### src/rtl/hazard_controller_pkg.sv
// hazard_controller_pkg: shared FSM encoding, forwarding selects and forwarding priority helper
package hazard_controller_pkg;
  typedef enum logic {RUN = 1'b0, MEM_WAIT = 1'b1} state_t;
  localparam logic [1:0] FWD_REG   = 2'b00;
  localparam logic [1:0] FWD_EXMEM = 2'b10;
  localparam logic [1:0] FWD_MEMWB = 2'b01;
  // the younger EX/MEM result wins; $0 is hardwired zero so it is never forwarded
  function automatic logic [1:0] fwd_sel(input logic [4:0] src, input logic mem_rw,
                                         input logic [4:0] mem_dst, input logic wb_rw,
                                         input logic [4:0] wb_dst);
    return (mem_rw && mem_dst != 5'd0 && mem_dst == src) ? FWD_EXMEM :
           (wb_rw && wb_dst != 5'd0 && wb_dst == src) ? FWD_MEMWB : FWD_REG;
  endfunction
endpackage

### src/rtl/hazard_controller_fwd.sv
// hazard_controller_fwd: combinational EX-stage operand forwarding select
module hazard_controller_fwd
  import hazard_controller_pkg::*;
(
  input  logic [4:0] ex_rs,
  input  logic [4:0] ex_rt,
  input  logic       mem_regwrite,
  input  logic [4:0] mem_writereg,
  input  logic       wb_regwrite,
  input  logic [4:0] wb_writereg,
  output logic [1:0] fwd_a,
  output logic [1:0] fwd_b
);
  assign fwd_a = fwd_sel(ex_rs, mem_regwrite, mem_writereg, wb_regwrite, wb_writereg);
  assign fwd_b = fwd_sel(ex_rt, mem_regwrite, mem_writereg, wb_regwrite, wb_writereg);
endmodule

### src/rtl/hazard_controller.sv
// hazard_controller: 5-stage MIPS pipeline stall/flush/bubble sequencing, memory-wait FSM,
// stall statistics and forwarding select
module hazard_controller
  import hazard_controller_pkg::*;
#(
  parameter int MAX_WAIT = 16,
  parameter int CNT_W    = 16
) (
  input  logic             clk,
  input  logic             reset,
  input  logic [4:0]       id_rs,
  input  logic [4:0]       id_rt,
  input  logic             id_uses_rt,
  input  logic             id_jump,
  input  logic [4:0]       ex_rs,
  input  logic [4:0]       ex_rt,
  input  logic             ex_memread,
  input  logic             ex_branch_tk,
  input  logic             mem_regwrite,
  input  logic [4:0]       mem_writereg,
  input  logic             wb_regwrite,
  input  logic [4:0]       wb_writereg,
  input  logic             mem_req,
  input  logic             mem_ack,
  output logic             stall_pc,
  output logic             stall_ifid,
  output logic             flush_ifid,
  output logic             bubble_idex,
  output logic             freeze_back,
  output logic [1:0]       fwd_a,
  output logic [1:0]       fwd_b,
  output logic             mem_timeout,
  output logic [CNT_W-1:0] stall_count
);
  localparam int WW = $clog2(MAX_WAIT + 1);
  state_t           state_q, state_d;
  logic [WW-1:0]    wait_cnt_q, wait_cnt_d;
  logic             mem_timeout_q, mem_timeout_d;
  logic [CNT_W-1:0] stall_count_q, stall_count_d;
  logic             memwait, load_use;
  logic [1:0]       fwd_a_w, fwd_b_w;

  hazard_controller_fwd u_fwd (
    .ex_rs(ex_rs), .ex_rt(ex_rt),
    .mem_regwrite(mem_regwrite), .mem_writereg(mem_writereg),
    .wb_regwrite(wb_regwrite), .wb_writereg(wb_writereg),
    .fwd_a(fwd_a_w), .fwd_b(fwd_b_w)
  );

  always_ff @(posedge clk or posedge reset)
    if (reset) begin
      state_q       <= RUN;
      wait_cnt_q    <= '0;
      mem_timeout_q <= 1'b0;
      stall_count_q <= '0;
    end else begin
      state_q       <= state_d;
      wait_cnt_q    <= wait_cnt_d;
      mem_timeout_q <= mem_timeout_d;
      stall_count_q <= stall_count_d;
    end

  always_comb begin
    state_d       = state_q;
    wait_cnt_d    = wait_cnt_q;
    mem_timeout_d = mem_timeout_q;
    if (state_q == RUN) begin
      if (mem_req && !mem_ack) begin
        state_d    = MEM_WAIT;
        wait_cnt_d = WW'(1);
      end
    end else if (mem_ack || wait_cnt_q == WW'(MAX_WAIT)) begin
      state_d       = RUN;
      wait_cnt_d    = '0;
      mem_timeout_d = mem_timeout_q | ~mem_ack;
    end else begin
      wait_cnt_d = wait_cnt_q + WW'(1);
    end
    stall_count_d = (stall_pc && !(&stall_count_q)) ? stall_count_q + CNT_W'(1) : stall_count_q;
  end

  // memory wait outranks everything; branch/jump/load-use are simply deferred while frozen
  always_comb begin
    memwait     = (state_q == RUN) ? (mem_req && !mem_ack) : !mem_ack;
    load_use    = ex_memread && ex_rt != 5'd0 &&
                  (ex_rt == id_rs || (id_uses_rt && ex_rt == id_rt));
    stall_pc    = !reset && (memwait || (!ex_branch_tk && load_use));
    stall_ifid  = stall_pc;
    freeze_back = !reset && memwait;
    flush_ifid  = !reset && !memwait && (ex_branch_tk || (!load_use && id_jump));
    bubble_idex = !reset && !memwait && (ex_branch_tk || load_use);
    fwd_a       = reset ? FWD_REG : fwd_a_w;
    fwd_b       = reset ? FWD_REG : fwd_b_w;
    mem_timeout = mem_timeout_q;
    stall_count = stall_count_q;
  end
endmodule
### config.mk
export PLATFORM = sky130hd
export DESIGN_NAME = hazard_controller
export DESIGN_NICKNAME = d
export VERILOG_FILES = /design/src/rtl/hazard_controller_pkg.sv /design/src/rtl/hazard_controller_fwd.sv /design/src/rtl/hazard_controller.sv
export SDC_FILE = /design/constraint.sdc
export NUM_CORES = 1
export LEC_CHECK = 0
export CAP_MARGIN = 20
export CORE_MARGIN = 5
export CORE_UTILIZATION = 40
export DETAILED_ROUTE_END_ITERATION = 10
export GPL_TIMING_DRIVEN = 0
export PLACE_DENSITY = 0.87
export SETUP_SLACK_MARGIN = 0.4
export SLEW_MARGIN = 0
export SYNTH_ARGS = -nofsm -noshare
export SYNTH_HDL_FRONTEND = slang
export SYNTH_SLANG_ARGS = --single-unit
### constraint.sdc
create_clock -name clk -period 5.2 [get_ports clk]
set_input_delay 0.52 -clock clk [delete_from_list [all_inputs] [get_ports clk]]
set_output_delay 0.52 -clock clk [all_outputs]
set_load 0.02 [all_outputs]
# Yosys cells after proc, flatten, opt, wreduce, memory -nomap -nowiden

Index checks and enable logic that the tools add are counted.

Bits in registers: 23
Bits of input ports: 40
Output and inout bits: 26
Word-level logic and storage cells: 63

Add/subtract/negate cells: 2
Equal/unequal tests: 7
Mux-type cells: 13
Bitwise gates (word level): 2
Reduce and logical (&&, ||, !) cells: 35

Operators by type and width:

| operator                                      | number |
|---|---|
| equality test 5 bit                           | 6 |
| logical AND 1 bit                             | 18 |
| adder 16 x 1 -> 16 bit, second input constant | 1 |
| AND reduction 16 bit                          | 1 |
| 2-to-1 mux 5 bit                              | 3 |
| nonzero test 5 bit                            | 3 |
| 2-to-1 mux 2 bit                              | 4 |
| zero test 1 bit                               | 6 |
| 2-to-1 mux 1 bit                              | 6 |
| adder 5 x 1 -> 5 bit, second input constant   | 1 |
| equality test 5 bit, second input constant    | 1 |
| logical OR 1 bit                              | 5 |
| AND reduction 2 bit                           | 1 |
| nonzero test 2 bit                            | 1 |
| inverter 1 bit                                | 1 |
| OR 1 bit                                      | 1 |

# Longest topological paths before layout

Gate-level depths: netlist of the first run.

Depth in word-level cells: 8
Gate-level depth with buffers: 8
Depth with buffers taken out: 7

# Cells and area by module

Synthesis of the first run repeated with hierarchy kept, for this count alone.

Cells, all modules: 174
Area, all modules: 1635.3 um2

Modules (own cells, without submodules):

| module                | instances | cells an instance | area each (um2) | sequential area each (um2) |
|---|---|---|---|---|
| hazard_controller     | 1         | 140               | 1365.1          | 575.6 |
| hazard_controller_fwd | 1         | 34                | 270.3           | 0.0 |

# Least setup slack after synthesis of the first run

No wires, ideal clock.

Kind: input to output
Start: input port reset
End: output port fwd_a[0]
Data arrival time: 2596 ps
Data required time: 4680 ps
Path slack: 2084 ps
Stages on the path: 5
Path buffers: 1
Cell sequence: clkbuf_1 -> inv_1 -> o211ai_1 -> or4_1 -> nor4_1

Word-level cells in the longest chain between the ends: 1

Ends and longest elaborated chain:

| item               | line                    | text |
|---|---|---|
| start: declaration | hazard_controller.sv:10 | `input logic reset,` |
| 2-to-1 mux 2 bit   | hazard_controller.sv:92 | `fwd_a = reset ? FWD_REG : fwd_a_w;` |
| end: declaration   | hazard_controller.sv:30 | `output logic [1:0] fwd_a,` |

No other way between the ends.

# Worst setup path in the final report of the first run

Start: input port reset
End: output port fwd_b[0]

Word-level cells in the longest chain between the ends: 1

Ends and longest elaborated chain:

| item             | line                    | text |
|---|---|---|
| 2-to-1 mux 2 bit | hazard_controller.sv:93 | `fwd_b = reset ? FWD_REG : fwd_b_w;` |
| end: declaration | hazard_controller.sv:31 | `output logic [1:0] fwd_b,` |

No other way between the ends.

==> results.yml, run 1 <==
cts:
  clockBufferDepth: 2
  cts_sinks: 23
  holdBufCountCts: 0
  path_clk_slew_ns: 0.08
  tritoncts: "yes"
  root_buffer: "clkbuf_8"
  clk_latency_ns: 0.26
  cts_resized: 0
  cts_buffers: 3
  cts_setup_buffers: 0
  htreeDepth: 1
worst_setup_path:
  crit_fanout: 24
  start_kind: "input port"
  crit_type: "input port to primary output"
  worstPathRequired_ns: 4.68
  critPathCaptureType: "primary output"
  cp_data_arrival_time_ns: 3.08
sta:
  worst_pin_slew_ns: 0.932
  setup_viol: 0
  clock_skew_ns: 0.00517
  timing.fmax_mhz: 278
  drv_slew: 0
  rsz0062_at_grt: "false"
  finalHoldViolCount: 0
  fin_crit_sh_pct: 69.3
  totalNegativeSetupSlack_ns: 0
  period_minus_slack_ns: 3.60
  relSlewSlack_pct: 37.8
layout:
  synthToLayoutAreaGrowth_pct: 42.3
  n_fill_cell: 357
  nets: 286
  multi_input_comb_area_um2: 990
  layout-drive-gt1-share_pct: 10.3
  final-seq-area_um2: 576
  finish.utilization_pct: 58.8
  antennaDiodeCount: 0
power_and_ir_drop:
  cellPowerDensity_nw_per_um2: 248
  combPwrFrac_pct: 39.0
  clockPowerShare_pct: 19.3
  switching_share_pct: 35.5
  power_switching_w: 0.000207
  p_int_w: 0.000377
  p_leak_nw: 0.953
  ir_drop_mv: 0.123
  power_frac_seq_pct: 41.8
routing:
  wl_um: 4050
  num_vias: 1496
  drt_iter0_markers: 66
  final_antenna_net_count: 0
  drt_first_pass_iters: 4
  wl_per_cell_um: 13.9
  vias_per_cell: 5.12
  drc: 0
yosys:
  ys_seq_area_share_pct: 34.8
  synthFlopType: "dfrtp_1"
  postSynth.asyncResetShare_pct: 100
  syn_nets: 222
  post_synth_num_cell_types: 40
  synth-edff-count: 0
  postSynthCellCount: 179
  syn_area_um2: 1650
  yosys_warnings: 0
  synth_seq_cells: 23
  syn_area_per_cell_um2: 9.23
place:
  gp_congestion: 0.842
  portBuffers: 59
  dp_hpwl_um: 3260
outcome:
  status: "finished, final reports clean"
floorplanning:
  start_util_pct: 41.3
  row_count: 23
  core_area_um2: 4000
  die_h_um: 74.3
  fp.dieW_um: 74.3
  pin_count: 66
  die_area_um2: 5520
worst_hold_path:
  hold_class: "flip-flop to flip-flop"
global_routing:
  grt_pass1_vias: 1493
  grt_max_degree: 25
  antenna_found_initial: 0
  grt_overflow: 0
  grt_pass1_wl_um: 6490
  grt_usage_pct: 14.7
flow_run:
  cap_violations: 0
-- Yosys cell counts, types with 2 or more instances --
cell	count	area (µm²)
xor2_1	29	254
dfrtp_1	23	576
xnor2_1	16	140
nor2_1	14	52.6
nand2_1	10	37.5
inv_1	9	33.8
nand3_1	9	45.0
o21ai_0	7	35.0
nor3_1	6	30.0
a21oi_1	5	25.0
nor4_1	5	31.3
buf_2	4	20.0
nand4_1	4	25.0
or4_1	4	30.0
ha_1	3	37.5
nor3_2	3	30.0
and4_4	2	22.5
buf_6	2	22.5
mux2_2	2	22.5
or3_1	2	12.5
-- cell families (layout without fill, tap and decap cells) --
group / after synthesis / count (layout) / synth area share [%]
AND/OR/NAND/NOR: 66 / 66 / 22.6
flip-flops: 23 / 23 / 34.8
multiplexers: 2 / 2 / 1.36
buffers and inverters: 17 / 80 / 5.30
adder cells (fa/ha/maj): 3 / 3 / 2.27
XOR/XNOR: 45 / 45 / 23.8
AO/OA/AOI/OAI: 23 / 23 / 9.77
-- metrics by stage --
stage	total power [W]	hold slack [ns]	setup slack, ns	instance area (µm²)	std cells
2_1_floorplan	0.000365	0.443	2.08	1650	179
3_3_place_gp	0.000468	0.464	1.58	2310	288
3_5_place_dp	0.000476	0.468	1.55	2310	288
4_1_cts	0.000585	0.486	1.53	2350	292
5_1_grt	0.000618	0.522	1.32	2350	292
6_report	0.000583	0.479	1.60	2350	292
-- cell usage in the layout, fill, tap and decap left out, drive strengths merged --
| cell type | netlist | layout |
|---|---|---|
| nor4bb | 1 | 1 |
| a31oi | 1 | 1 |
| xnor2 | 16 | 16 |
| a31o | 1 | 1 |
| a211oi | 1 | 1 |
| o211ai | 1 | 1 |
| nand4 | 4 | 4 |
| or4 | 5 | 5 |
| and4 | 2 | 2 |
| a32oi | 1 | 1 |
| or2 | 1 | 1 |
| clkbuf | 1 | 4 |
| ha | 3 | 3 |
| buf | 7 | 7 |
| a21oi | 5 | 5 |
| a22o | 1 | 1 |
| nor2 | 15 | 15 |
| nand4b | 1 | 1 |
| o22ai | 2 | 2 |
| mux2 | 2 | 2 |
| and3b | 1 | 1 |
| a2bb2oi | 1 | 1 |
| nor4 | 5 | 5 |
| inv | 9 | 9 |
| or3 | 2 | 2 |
| nand3 | 9 | 9 |
| o21ai | 8 | 8 |
| a2111o | 1 | 1 |
| nand2 | 10 | 10 |
| xor2 | 29 | 29 |
| dfrtp | 23 | 23 |
| clkinv | 0 | 1 |
| nand2b | 1 | 1 |
| nor3 | 9 | 9 |
| clkdlybuf4s50 | 0 | 59 |
-- area by class of cell --
cell class              instances  area share, %
multi-input cells             139           42.1
repair buffers                 59           25.1
flip-flops and latches         23           24.5
well taps                      50           2.66
plain buffers                   8           2.29
clock buffers                   3           1.76
inverters                       9           1.44
clock inverters                 1          0.213
-- sequential cells by signal, summed over array words and instances (netlist names) --
name / flops
state_q: 1
wait_cnt_q: 5
mem_timeout: 1
stall_count: 16
-- routing by layer --
metal	track usage (%)	wire [µm]	share of wire [%]	vias to the layer above
li1	-	-	-	752
met1	17.1	1680	41	702
met2	26.7	2090	52	40
met3	3.51	269	6.6	2
met4	4.35	12	0.30	0
met5	0	0	0	-
-- power groups by stage --
stage                     sequential [W]  combinational (W)  clock (W)
after floorplan                 0.000272          0.0000926          0
after global placement          0.000245           0.000224          0
after detailed placement        0.000247           0.000229          0
after CTS                       0.000244           0.000230   0.000112
after global routing            0.000248           0.000245   0.000125
final                           0.000244           0.000227   0.000113
-- final timing paths --
kind	start	cells past startpoint	to	slack [ns]
worst max-delay path	reset	6	fwd_b[0]	1.60
worst min-delay path	mem_timeout	1	mem_timeout	0.48
worst max register to register	stall_count[0]	8	stall_count[4]	2.95
worst min register to register	mem_timeout	1	mem_timeout	0.48
max in group asynchronous	reset	2	stall_count[11]	4.01
min in group asynchronous	reset	2	stall_count[14]	0.63
-- critical path, cell delays in order --
cell and delay (ns):
clkbuf_1 0.20, inv_1 0.74, o211ai_1 0.20, or4_1 0.57
nor4_1 0.19, clkdlybuf4s50_1 0.66
Note: power is estimated with default switching activity, not from simulation.
==> run 2: changes to the inputs <==
CORE_UTILIZATION = 39   (was 40)
PLACE_DENSITY = 0.88   (was 0.87)
clock period = 3.18 ns   (was 5.2 ns; I/O delays follow)
==> results.yml, run 2 (synthesis gave the netlist of run 1 again) <==
worst_hold_path:
  hold_class: "input port to async pin"
routing:
  num_vias: 1511
  wl_um: 3970
  drt_iter0_markers: 75
  wl_per_cell_um: 13.4
  drt_first_pass_iters: 4
  final_antenna_net_count: 0
  drc: 0
  vias_per_cell: 5.12
cts:
  clk_latency_ns: 0.26
  cts_buffers: 3
  cts_sinks: 23
  path_clk_slew_ns: 0.08
  holdBufCountCts: 0
  tritoncts: "yes"
  clockBufferDepth: 2
  htreeDepth: 1
  root_buffer: "clkbuf_8"
sta:
  rsz0062_at_grt: "false"
  hold_ws_ns: 0.253
  period_minus_slack_ns: 2.65
  relSlewSlack_pct: 60.0
  drv_slew: 0
  worst_pin_slew_ns: 0.592
  finalWorstSetupSlack_ns: 0.534
  clock_skew_ns: 0.00460
  setup_viol: 0
  finalHoldViolCount: 0
  fin_crit_sh_pct: 83.2
  totalNegativeSetupSlack_ns: 0
  timing.fmax_mhz: 378
floorplanning:
  start_util_pct: 40.7
  die_h_um: 75.1
  row_count: 23
  pin_count: 66
  core_area_um2: 4060
  die_area_um2: 5640
  fp.dieW_um: 75.1
worst_setup_path:
  startpoint: "id_rt[4]"
  worstPathRequired_ns: 2.86
  crit_type: "input port to primary output"
  cp_data_arrival_time_ns: 2.33
  start_kind: "input port"
  crit_fanout: 3
  critPathCaptureType: "primary output"
  timing.rr.start: "stall_count[0]"
place:
  post-place-ws_ns: -0.0455
  gp_congestion: 0.832
  portBuffers: 59
  dp_hpwl_um: 3250
power_and_ir_drop:
  p_leak_nw: 0.984
  ir_drop_mv: 0.259
  cellPowerDensity_nw_per_um2: 402
flow_run:
  cap_violations: 0
layout:
  nets: 289
  mostFrequentLayoutCells: "clkdlybuf4s50_1 (55), xor2_1 (29), dfrtp_1 (23), xnor2_1 (16), nor2_1 (14)"
  antennaDiodeCount: 0
  finish.utilization_pct: 58.6
  mostFrequentLayoutCell: "clkdlybuf4s50_1"
  synthToLayoutAreaGrowth_pct: 44.0
  largest_register_ff_count: 16
  layout-drive-gt1-share_pct: 13.1
global_routing:
  grt_usage_pct: 14.1
  grt_max_degree: 25
  grt_overflow: 0
  grt_pass1_wl_um: 6480
  grt_pass1_vias: 1477
  antenna_found_initial: 0
outcome:
  status: "finished, final reports clean"
## run 2: path summary, 6_finish.rpt
kind / endpoint / slack [ns] / cells after the start
max in group asynchronous: stall_count[8] / 2.57 / 2
hold reg to reg: mem_timeout / 0.48 / 1
setup reg to reg: stall_count[8] / 1.00 / 8
hold / removal: mem_timeout / 0.25 / 2
min in group clk: mem_timeout / 0.48 / 1
setup / recovery: stall_pc / 0.53 / 7
## run 2: repair_timing
| item | 4_1_cts | 5_1_grt |
|---|---|---|
| pin swaps | 1 | 1 |
| setup endpoints to repair | 5 | 5 |
| resized for setup | 5 | 9 |
| gates cloned | 0 | 1 |
| setup buffers | 1 | 1 |
## run 2: area by class of cell
type                       count  area (µm²)
inverter                       9        37.5
fill                         353        1680
tap                           50        62.6
timing repair inverter         1        5.00
timing repair buffer          61         597
clock buffer                   4        45.0
sequential                    23         576
buffer                         8        53.8
multi-input combinational    139        1000
## run 2: worst max-delay path, cell delays in order
cell,delay [ns]
clkdlybuf4s50_1,0.42
xor2_1,0.15
nor4_2,0.31
a32oi_2,0.19
o22ai_2,0.21
buf_4,0.14
clkdlybuf4s50_1,0.58
## run 2: routing by layer
metal	routed length [µm]	GRT usage (%)	share of wire [%]	up-vias
met3	299	3.34	7.5	4
li1	-	-	-	751
met2	2030	25.7	51	45
met1	1630	17.0	41	711
met5	0	0	0	-
met4	13	2.37	0.33	0
## run 2: where the power goes
part | leakage [nW] | switching (W) | internal, W
logic | 0.660 | 0.000188 | 0.000192
registers | 0.302 | 0.0000580 | 0.000339
clock network | 0.0228 | 0.0000889 | 0.0000893
## run 2: through the flow
step	std cells	power, W	area (µm²)
after floorplan	179	0.000596	1650
after global placement	288	0.000767	2310
after detailed placement	288	0.000781	2310
after CTS	293	0.000960	2360
after global routing	295	0.00101	2380
final	295	0.000956	2380
